### src/rtl/prio_enc_rr_if.sv
// Request/grant bundle for prio_enc_rr: request side inputs, encoded index stream out,
// plus the internal pointer and pending vector as read-only debug taps.
interface prio_enc_rr_if #(
  parameter int N = 10,
  parameter int W = 4
);
  logic         enable;
  logic         mode;
  logic [N-1:0] req;

  // out/out_valid/out_ready: valid/ready stream. Once out_valid is high, out and out_valid
  // stay stable until a rising edge sees out_valid & out_ready; that edge is the transfer.
  logic [W-1:0] out;
  logic         out_valid;
  logic         out_ready;

  logic         busy;
  logic         drop;
  logic [W-1:0] dbg_ptr;
  logic [N-1:0] dbg_pend;

  modport master (
    input  enable, mode, req, out_ready,
    output out, out_valid, busy, drop, dbg_ptr, dbg_pend
  );

  modport slave (
    output enable, mode, req, out_ready,
    input  out, out_valid, busy, drop, dbg_ptr, dbg_pend
  );
endinterface

### src/rtl/prio_enc_rr.sv
// Registered N-line priority encoder with pending-request buffering, fixed or
// round-robin selection, and a valid/ready output stream.
module prio_enc_rr #(
  parameter int N = 10,
  parameter int W = 4
) (
  input logic           clk,
  input logic           rst,
  prio_enc_rr_if.master bus
);

  if ((1 << W) < N) begin : g_bad_width
    $error("prio_enc_rr: W too small to encode N request lines");
  end
  if (N < 2) begin : g_bad_n
    $error("prio_enc_rr: N must be at least 2");
  end

  logic [N-1:0] pend, pend_nxt;
  logic [N-1:0] req_in;
  logic [N-1:0] sel_oh;
  logic [W-1:0] ptr, ptr_nxt;
  logic [W-1:0] sel_idx;
  logic [W-1:0] out_q, out_nxt;
  logic         out_valid_q, out_valid_nxt;
  logic         drop_q, drop_nxt;
  logic         load;
  logic         found;

  assign req_in = bus.enable ? bus.req : '0;
  assign load   = (|pend) && (!out_valid_q || bus.out_ready);

  // Round-robin first scans [ptr, N-1]; the second pass covers the wrap and fixed mode.
  always_comb begin
    sel_idx = '0;
    found   = 1'b0;
    if (bus.mode) begin
      for (int i = 0; i < N; i++) begin
        if (!found && pend[i] && (W'(i) >= ptr)) begin
          sel_idx = W'(i);
          found   = 1'b1;
        end
      end
    end
    for (int i = 0; i < N; i++) begin
      if (!found && pend[i]) begin
        sel_idx = W'(i);
        found   = 1'b1;
      end
    end
  end

  always_comb begin
    sel_oh        = load ? (N'(1) << sel_idx) : '0;
    // Set wins: a request on the bit granted this cycle is re-latched.
    pend_nxt      = (pend & ~sel_oh) | req_in;
    drop_nxt      = |(req_in & pend & ~sel_oh);
    ptr_nxt       = ptr;
    out_nxt       = out_q;
    out_valid_nxt = out_valid_q;
    if (load) begin
      out_nxt       = sel_idx;
      out_valid_nxt = 1'b1;
      ptr_nxt       = (sel_idx == W'(N - 1)) ? '0 : sel_idx + W'(1);
    end else if (out_valid_q && bus.out_ready) begin
      out_valid_nxt = 1'b0;
    end
  end

  always_ff @(posedge clk or posedge rst) begin
    if (rst) begin
      pend        <= '0;
      ptr         <= '0;
      out_q       <= '0;
      out_valid_q <= 1'b0;
      drop_q      <= 1'b0;
    end else begin
      pend        <= pend_nxt;
      ptr         <= ptr_nxt;
      out_q       <= out_nxt;
      out_valid_q <= out_valid_nxt;
      drop_q      <= drop_nxt;
    end
  end

  assign bus.out       = out_q;
  assign bus.out_valid = out_valid_q;
  assign bus.busy      = (|pend) | out_valid_q;
  assign bus.drop      = drop_q;
  assign bus.dbg_ptr   = ptr;
  assign bus.dbg_pend  = pend;

endmodule

### src/flat_wrapper.sv
// flat-port wrapper written by rule: the top's interface ports become plain ports
module prio_enc_rr_flat 
#(
  parameter int N = 10,
  parameter int W = 4
)
  (clk, rst, bus_enable, bus_mode, bus_req, bus_out_ready, bus_out, bus_out_valid, bus_busy, bus_drop, bus_dbg_ptr, bus_dbg_pend);
  prio_enc_rr_if #(.N(N), .W(W)) bus_i ();
  input logic clk;
  input logic rst;
  input wire logic [$bits(bus_i.enable)-1:0] bus_enable;
  input wire logic [$bits(bus_i.mode)-1:0] bus_mode;
  input wire logic [$bits(bus_i.req)-1:0] bus_req;
  input wire logic [$bits(bus_i.out_ready)-1:0] bus_out_ready;
  output wire logic [$bits(bus_i.out)-1:0] bus_out;
  output wire logic [$bits(bus_i.out_valid)-1:0] bus_out_valid;
  output wire logic [$bits(bus_i.busy)-1:0] bus_busy;
  output wire logic [$bits(bus_i.drop)-1:0] bus_drop;
  output wire logic [$bits(bus_i.dbg_ptr)-1:0] bus_dbg_ptr;
  output wire logic [$bits(bus_i.dbg_pend)-1:0] bus_dbg_pend;
  assign bus_i.enable = bus_enable;
  assign bus_i.mode = bus_mode;
  assign bus_i.req = bus_req;
  assign bus_i.out_ready = bus_out_ready;
  assign bus_out = bus_i.out;
  assign bus_out_valid = bus_i.out_valid;
  assign bus_busy = bus_i.busy;
  assign bus_drop = bus_i.drop;
  assign bus_dbg_ptr = bus_i.dbg_ptr;
  assign bus_dbg_pend = bus_i.dbg_pend;
  prio_enc_rr #(.N(N), .W(W)) u_core (.clk(clk), .rst(rst), .bus(bus_i));
endmodule
### config.mk
export PLATFORM = sky130hd
export DESIGN_NAME = prio_enc_rr_flat
export DESIGN_NICKNAME = d
export VERILOG_FILES = /design/src/rtl/prio_enc_rr_if.sv /design/src/rtl/prio_enc_rr.sv /design/src/flat_wrapper.sv
export SDC_FILE = /design/constraint.sdc
export NUM_CORES = 1
export LEC_CHECK = 0
export BUFFER_PORTS_ARGS = -buffer_cell sky130_fd_sc_hd__buf_2
export CORE_ASPECT_RATIO = 1.25
export CORE_MARGIN = 2
export CORE_UTILIZATION = 50
export CTS_BUF_LIST = sky130_fd_sc_hd__clkbuf_4 sky130_fd_sc_hd__clkbuf_8
export CTS_CLUSTER_DIAMETER = 120
export DETAILED_ROUTE_END_ITERATION = 7
export GPL_TIMING_DRIVEN = 0
export PLACE_DENSITY_LB_ADDON = 0.1
export SLEW_MARGIN = 20
export SYNTH_ARGS = -nofsm -noshare
export SYNTH_HDL_FRONTEND = slang
export SYNTH_SLANG_ARGS = --single-unit
export TNS_END_PERCENT = 100
### constraint.sdc
create_clock -name clk -period 3.1 [get_ports clk]
set_clock_uncertainty 0.2 [all_clocks]
set_input_delay 0.465 -clock clk [delete_from_list [all_inputs] [get_ports clk]]
set_output_delay 0.465 -clock clk [all_outputs]
set_load 0.01 [all_outputs]
==> flow_summary.yaml, run 1 <==
status:
  status: "complete, no violations"
drt:
  finalWirelength_um: 4620
  antenna_left: 0
  first_pass_iters: 4
  routed-via-count: 1669
  wl_per_cell_um: 17.2
  via_per_inst: 6.23
  drcViolationCount: 0
  dr.first_iter.drc_count: 86
clock_network:
  cts_made_buffers: 3
  clock-root-buffer: "clkbuf_4"
  clockBufferDepth: 2
  cts_sinks: 20
  clkTransAtPathRegs_ns: 0.13
  clock_latency_ns: 0.32
  htree_levels: 1
  tritoncts: "built"
placed_design:
  gp_congestion: 1.02
  io_buffers: 34
  dp_cells: 250
  dp_hpwl_um: 3140
  placed_cell_area_mm2: 0.00168
critical_path:
  cpMaxStageDelayCell: "or4b_4"
  endpoint_kind: "register"
  critPathMaxStageDelay_ns: 0.54
  start_kind: "register"
  critPathKind: "reg -> reg"
  crit_arrival_ns: 3.08
  cp_max_fo: 5
  cp_data_required_time_ns: 3.08
  reg2reg_slack_ns: 0.004
  crit_chain: "buf_6 > or4b_4 > a22oi_2 > o22ai_2 > o22ai_2 > buf_6 > and2_4 > ha_4 > o311ai_4 > and3_4 > a221oi_2 > and4bb_1 > a41oi_2"
synth:
  syn_area_per_cell_um2: 8.04
  ys_types: 50
  synth_common_cells: "nand2_1 (29), dfrtp_1 (20), nor2_1 (15)"
  netlist_top_cells_area: "dfrtp_1 (34%), nand2_1 (7.4%), nor2_1 (3.8%), o21ai_0 (3.8%), a31oi_1 (2.6%)"
  synth_xor_area_share_pct: 0
  synthArstFlopShare_pct: 100
  yosysWarningCount: 0
  yosysMostFrequentCell: "nand2_1"
  ys_ff_latch: 20
  synth-edff-count: 0
  synthAdderAreaFrac_pct: 1.71
  synth-simple-area-share_pct: 27.2
  ys_seq_area_share_pct: 34.2
  synth_area_mm2: 0.00146
  synth_top_family_by_area: "compound AO/OA/AOI/OAI gates"
  syn_nets: 199
  yosysTopAreaCellShare_pct: 34.2
  synth.mux.area_fraction_pct: 0.684
  syn_inst: 182
  ys.flop_type: "dfrtp_1"
  yosys.area.top_type: "dfrtp_1"
  synth_compound_area_share_pct: 32.0
hold_path:
  hold_path_class: "in -> async"
pwr:
  powerDensity_mw_per_mm2: 928
  pwr-share-comb_pct: 62.8
  p_int_uw: 981
  power_switching_uw: 828
  p_seq_share_pct: 25.1
  clockPowerShare_pct: 12.1
  peakVddDrop_v: 0.000630
  p_sw_share_pct: 45.8
  leakage_uw: 0.000870
finish:
  fin_area_mm2: 0.00195
  regArea_um2: 505
  diodes: 0
  fin_cells: 268
  multi_input_area_um2: 988
  drive_above_1_share_pct: 35.5
  fin_util_pct: 71.3
  fillers: 237
  area_growth_syn_to_layout_pct: 33.2
  num-nets-final: 252
sta:
  slew_headroom_pct: 47.3
  hold_viol: 0
  fin_tns_setup_ns: 0
  tightest_slew_ns: 0.790
  fmax_ghz: 0.323
  rsz0062_at_grt: "yes"
  hold_ws_ns: 0.0707
  slew_viol_final: 0
  fin_crit_sh_pct: 99.9
  setup_violations: 0
  period_minus_slack_ns: 3.10
global_routing:
  antenna_found_initial: 0
  track_usage_pct: 29.9
  gr-total-overflow: 0
  grt_pass1_wl_um: 7530
  grt_max_degree: 21
  grt_pass1_vias: 1553
floorplan:
  dieHeight_um: 64.5
  dieArea_mm2: 0.00338
  io_pins: 36
  fp.dieW_um: 52.4
  core_area_mm2: 0.00273
  rows: 21
  initial_core_util_pct: 53.5
run:
  cap_violations: 0
[per-layer routing]
| metal | part of all wire [%] | global-route usage [%] |
|---|---|---|
| met1 | 39 | 39.6 |
| met4 | 1.8 | 11.2 |
| met2 | 51 | 48.8 |
| met3 | 8.0 | 4.15 |
| met5 | 0 | 0 |
[state kept, by name, indices dropped and copies added (netlist names)]
register,flops
u_core.bus.out,4
u_core.bus.out_valid,1
u_core.bus.drop,1
u_core.bus.dbg_pend,10
u_core.bus.dbg_ptr,4
[repair_timing]
action                                  in CTS  in global routing
hold buffers                                 0                  0
gates resized for setup                     20                  9
endpoints found under the setup margin       1                  1
setup buffers                               10                  4
pin swaps                                    6                  6
[through the flow]
stage	setup slack (ns)	power, µW
after CTS	-0.0114	1750
final	0.00431	1810
after detailed placement	-0.413	1320
after global placement	-0.371	1290
after global routing	-0.124	1930
after floorplan	0.00624	1060
[final cells by class]
cell class	count	share of cell area, %
repair buffers	48	14.0
multi-input cells	147	50.7
flip-flops and latches	20	25.9
clock buffers	3	1.16
clock inverters	1	1.54
well taps	34	2.18
plain buffers	7	2.89
inverters	8	1.54
[cells in the final DEF (no fill, tap or decap), drive strengths merged, types with 2 or more instances in the layout]
master	Yosys	final
a21boi	3	3
a21oi	6	6
o311ai	2	2
nor4	2	2
a21o	4	4
nand4	2	2
nand3	4	4
nand2b	5	5
nor3	5	5
dfrtp	20	20
ha	2	2
o211ai	2	2
nand2	30	30
o22ai	2	2
nor2	15	15
and2	3	3
o21ai	17	17
o21a	3	3
clkbuf	3	6
nor2b	4	4
a22o	3	3
o311a	2	2
or2	2	2
inv	8	8
buf	4	52
a31oi	6	6
o31ai	5	5
[final timing paths]
| kind | startpoint | end | cells past startpoint |
|---|---|---|---|
| worst max register to register | u_core.bus.dbg_ptr[1]$_DFFE_PP0P_ | u_core.bus.drop$_DFF_PP0_ | 13 |
| worst min register to register | u_core.bus.out[3]$_DFFE_PP0P_ | u_core.bus.out[3]$_DFFE_PP0P_ | 2 |
| min in group clk | bus_req[8] | u_core.bus.dbg_pend[8]$_DFF_PP0_ | 3 |
| max in group asynchronous | rst | u_core.bus.dbg_pend[5]$_DFF_PP0_ | 2 |
| worst min-delay path | rst | u_core.bus.out[1]$_DFFE_PP0P_ | 2 |
| worst max-delay path | u_core.bus.dbg_ptr[1]$_DFFE_PP0P_ | u_core.bus.drop$_DFF_PP0_ | 13 |
[power by group through the flow]
stage	sequential (µW)	combinational [µW]	clock, µW
2_1_floorplan	477	581	0
3_5_place_dp	466	852	0
6_report	454	1140	218
5_1_grt	466	1230	234
4_1_cts	448	1080	222
3_3_place_gp	457	837	0
[cell families (layout without fill, tap and decap cells)]
family	Yosys count	count (layout)
multiplexers	1	1
flip-flops	20	20
AO/OA/AOI/OAI	66	66
adder cells (fa/ha/maj)	2	2
buffers and inverters	15	67
AND/OR/NAND/NOR	78	78
[critical path: cells and delay by family, from the launching register on]
kind	cells	cell delay [ns]
and+or+nand+nor	4	1.15
adders and majority gates	1	0.13
buffers and inverters	2	0.26
DFF	1	0.42
AOI/OAI and AO/OA	6	0.79
Note: power is estimated with default switching activity, not from simulation.
==> run 2, diff against run 1 <==
GPL_TIMING_DRIVEN = 1   (was 0)
==> run 2 against run 1 <==
Compared with the run above:
- global-route usage down 2.0 points
- combinational power down 9.6%
- critical path depth down 1
- die area unchanged
- critical path type unchanged
==> flow_summary.yaml, run 2 (same netlist as run 1, synthesis figures left out) <==
status:
  status: "complete, no violations"
pwr:
  peakVddDrop_v: 0.000487
  leakage_uw: 0.000850
  total_power_uw: 1630
  powerDensity_mw_per_mm2: 882
drt:
  first_pass_iters: 4
  dr.first_iter.drc_count: 78
  wl_per_cell_um: 17.0
  drcViolationCount: 0
  wl_met2_um: 2210
  finalWirelength_um: 4500
  met1_length_um: 1880
  via_per_inst: 6.11
  dr_wl_met3_um: 260
  routed-via-count: 1619
  maxUsedRoutingLayer: "met4"
  antenna_left: 0
global_routing:
  grt_pass1_wl_um: 6940
  grt_pass1_vias: 1471
  grt_max_degree: 21
  track_usage_pct: 27.8
  antenna_found_initial: 0
  gr-total-overflow: 0
floorplan:
  dieArea_mm2: 0.00338
  initial_core_util_pct: 53.5
  io_pins: 36
  fp.dieW_um: 52.4
  dieHeight_um: 64.5
  rows: 21
  core_area_mm2: 0.00273
critical_path:
  cpMaxStageDelayCell: "dfrtp_2"
  critPathKind: "reg -> reg"
  cp_max_fo: 6
  start_kind: "register"
  cp_data_required_time_ns: 3.08
  crit_arrival_ns: 2.93
  endpoint_kind: "register"
  reg2reg_slack_ns: 0.15
  critPathMaxStageDelay_ns: 0.47
  cp_top_family: "simple AND/OR/NAND/NOR gates"
  crit_buf_inv: 0
  crit_chain: "and4b_1 > or3_4 > o311ai_2 > o21a_1 > o22ai_2 > and2_1 > ha_1 > o311ai_1 > and3_1 > a221oi_2 > and4bb_1 > a41oi_1"
finish:
  drive_above_1_share_pct: 32.9
  area_growth_syn_to_layout_pct: 26.0
  largest_register_ffs: 10
  num-nets-final: 250
  fillers: 249
  mostFrequentLayoutCells: "buf_2 (35), nand2_1 (29), buf_4 (17), dfrtp_1 (15), nor2_1 (14)"
  fin_cells: 265
  fin_area_mm2: 0.00184
  final_common_cell: "buf_2"
  diodes: 0
clock_network:
  clkTransAtPathRegs_ns: 0.11
  htree_levels: 1
  cts_sinks: 20
  tritoncts: "built"
  clockBufferDepth: 2
  clock_latency_ns: 0.30
  cts_made_buffers: 3
  clock-root-buffer: "clkbuf_4"
  ctsHoldBuffers: 0
sta:
  period_minus_slack_ns: 2.95
  timing.final.ws_setup_ns: 0.151
  slew_viol_final: 0
  setup_violations: 0
  fin_crit_sh_pct: 95.1
  hold_viol: 0
  hold_ws_ns: 0.0904
  fmax_ghz: 0.339
  tightest_slew_ns: 0.788
  slew_headroom_pct: 47.4
placed_design:
  dpl_worst_slack_ns: -0.0312
  io_buffers: 35
  dp_hpwl_um: 3430
  placed_cell_area_mm2: 0.00177
  gp_congestion: 1.04
  dp_cells: 260
hold_path:
  hold_path_class: "in -> async"
run:
  cap_violations: 0
-- run 2: worst reg2reg max path: cells and delay by family (launching register included) --
kind,cells,cell delay [ns]
and+or+nand+nor,5,1.09
AOI/OAI and AO/OA,6,0.90
DFF,1,0.47
adders and majority gates,1,0.16
-- run 2: cell type report --
class | count | area (µm²) | share of cell area (%)
Timing Repair Buffer | 53 | 308 | 16.7
Inverter | 8 | 30.0 | 1.63
Multi-Input combinational cell | 147 | 933 | 50.6
Clock buffer | 3 | 22.5 | 1.22
Sequential cell | 20 | 507 | 27.5
Tap cell | 34 | 42.5 | 2.31
-- run 2: stage by stage --
stage | setup TNS (ns) | util, %
after floorplan | 0 | -
after global placement | 0 | 64.7
after detailed placement | -0.0312 | 64.7
after CTS | 0 | 65.6
after global routing | -0.00593 | 67.4
final | 0 | 67.4
-- run 2: final timing paths --
| check | from | endpoint | cells past startpoint |
|---|---|---|---|
| worst max register to register | u_core.bus.dbg_pend[7]$_DFF_PP0_ | u_core.bus.drop$_DFF_PP0_ | 12 |
| worst min-delay path | rst | u_core.bus.out[2]$_DFFE_PP0P_ | 2 |
| min in group clk | bus_req[4] | u_core.bus.dbg_pend[4]$_DFF_PP0_ | 3 |
| worst min register to register | u_core.bus.out[2]$_DFFE_PP0P_ | u_core.bus.out[2]$_DFFE_PP0P_ | 2 |
| max in group asynchronous | rst | u_core.bus.dbg_pend[6]$_DFF_PP0_ | 2 |
| worst max-delay path | u_core.bus.dbg_pend[7]$_DFF_PP0_ | u_core.bus.drop$_DFF_PP0_ | 12 |
-- run 2: layer usage --
metal	up-vias	global-route usage, %
met5	-	0
met4	0	13.5
met3	13	1.61
met2	68	46.1
met1	762	36.3
li1	776	-
-- run 2: power by group --
part / internal (µW) / switching, µW / total, µW / leakage, µW
Sequential: 346 / 128 / 475 / 0.000213
Clock: 45.3 / 77.3 / 123 / 0.0000138
Combinational: 453 / 576 / 1030 / 0.000623
Total: 844 / 782 / 1630 / 0.000850
-- run 2: timing repair --
item / in CTS / in global routing
endpoints found under the hold margin: 0 / 0
pin swaps: 0 / 4
setup endpoints to repair: 1 / 1
gates cloned: 0 / 0
resized for setup: 1 / 14
setup buffers: 0 / 2
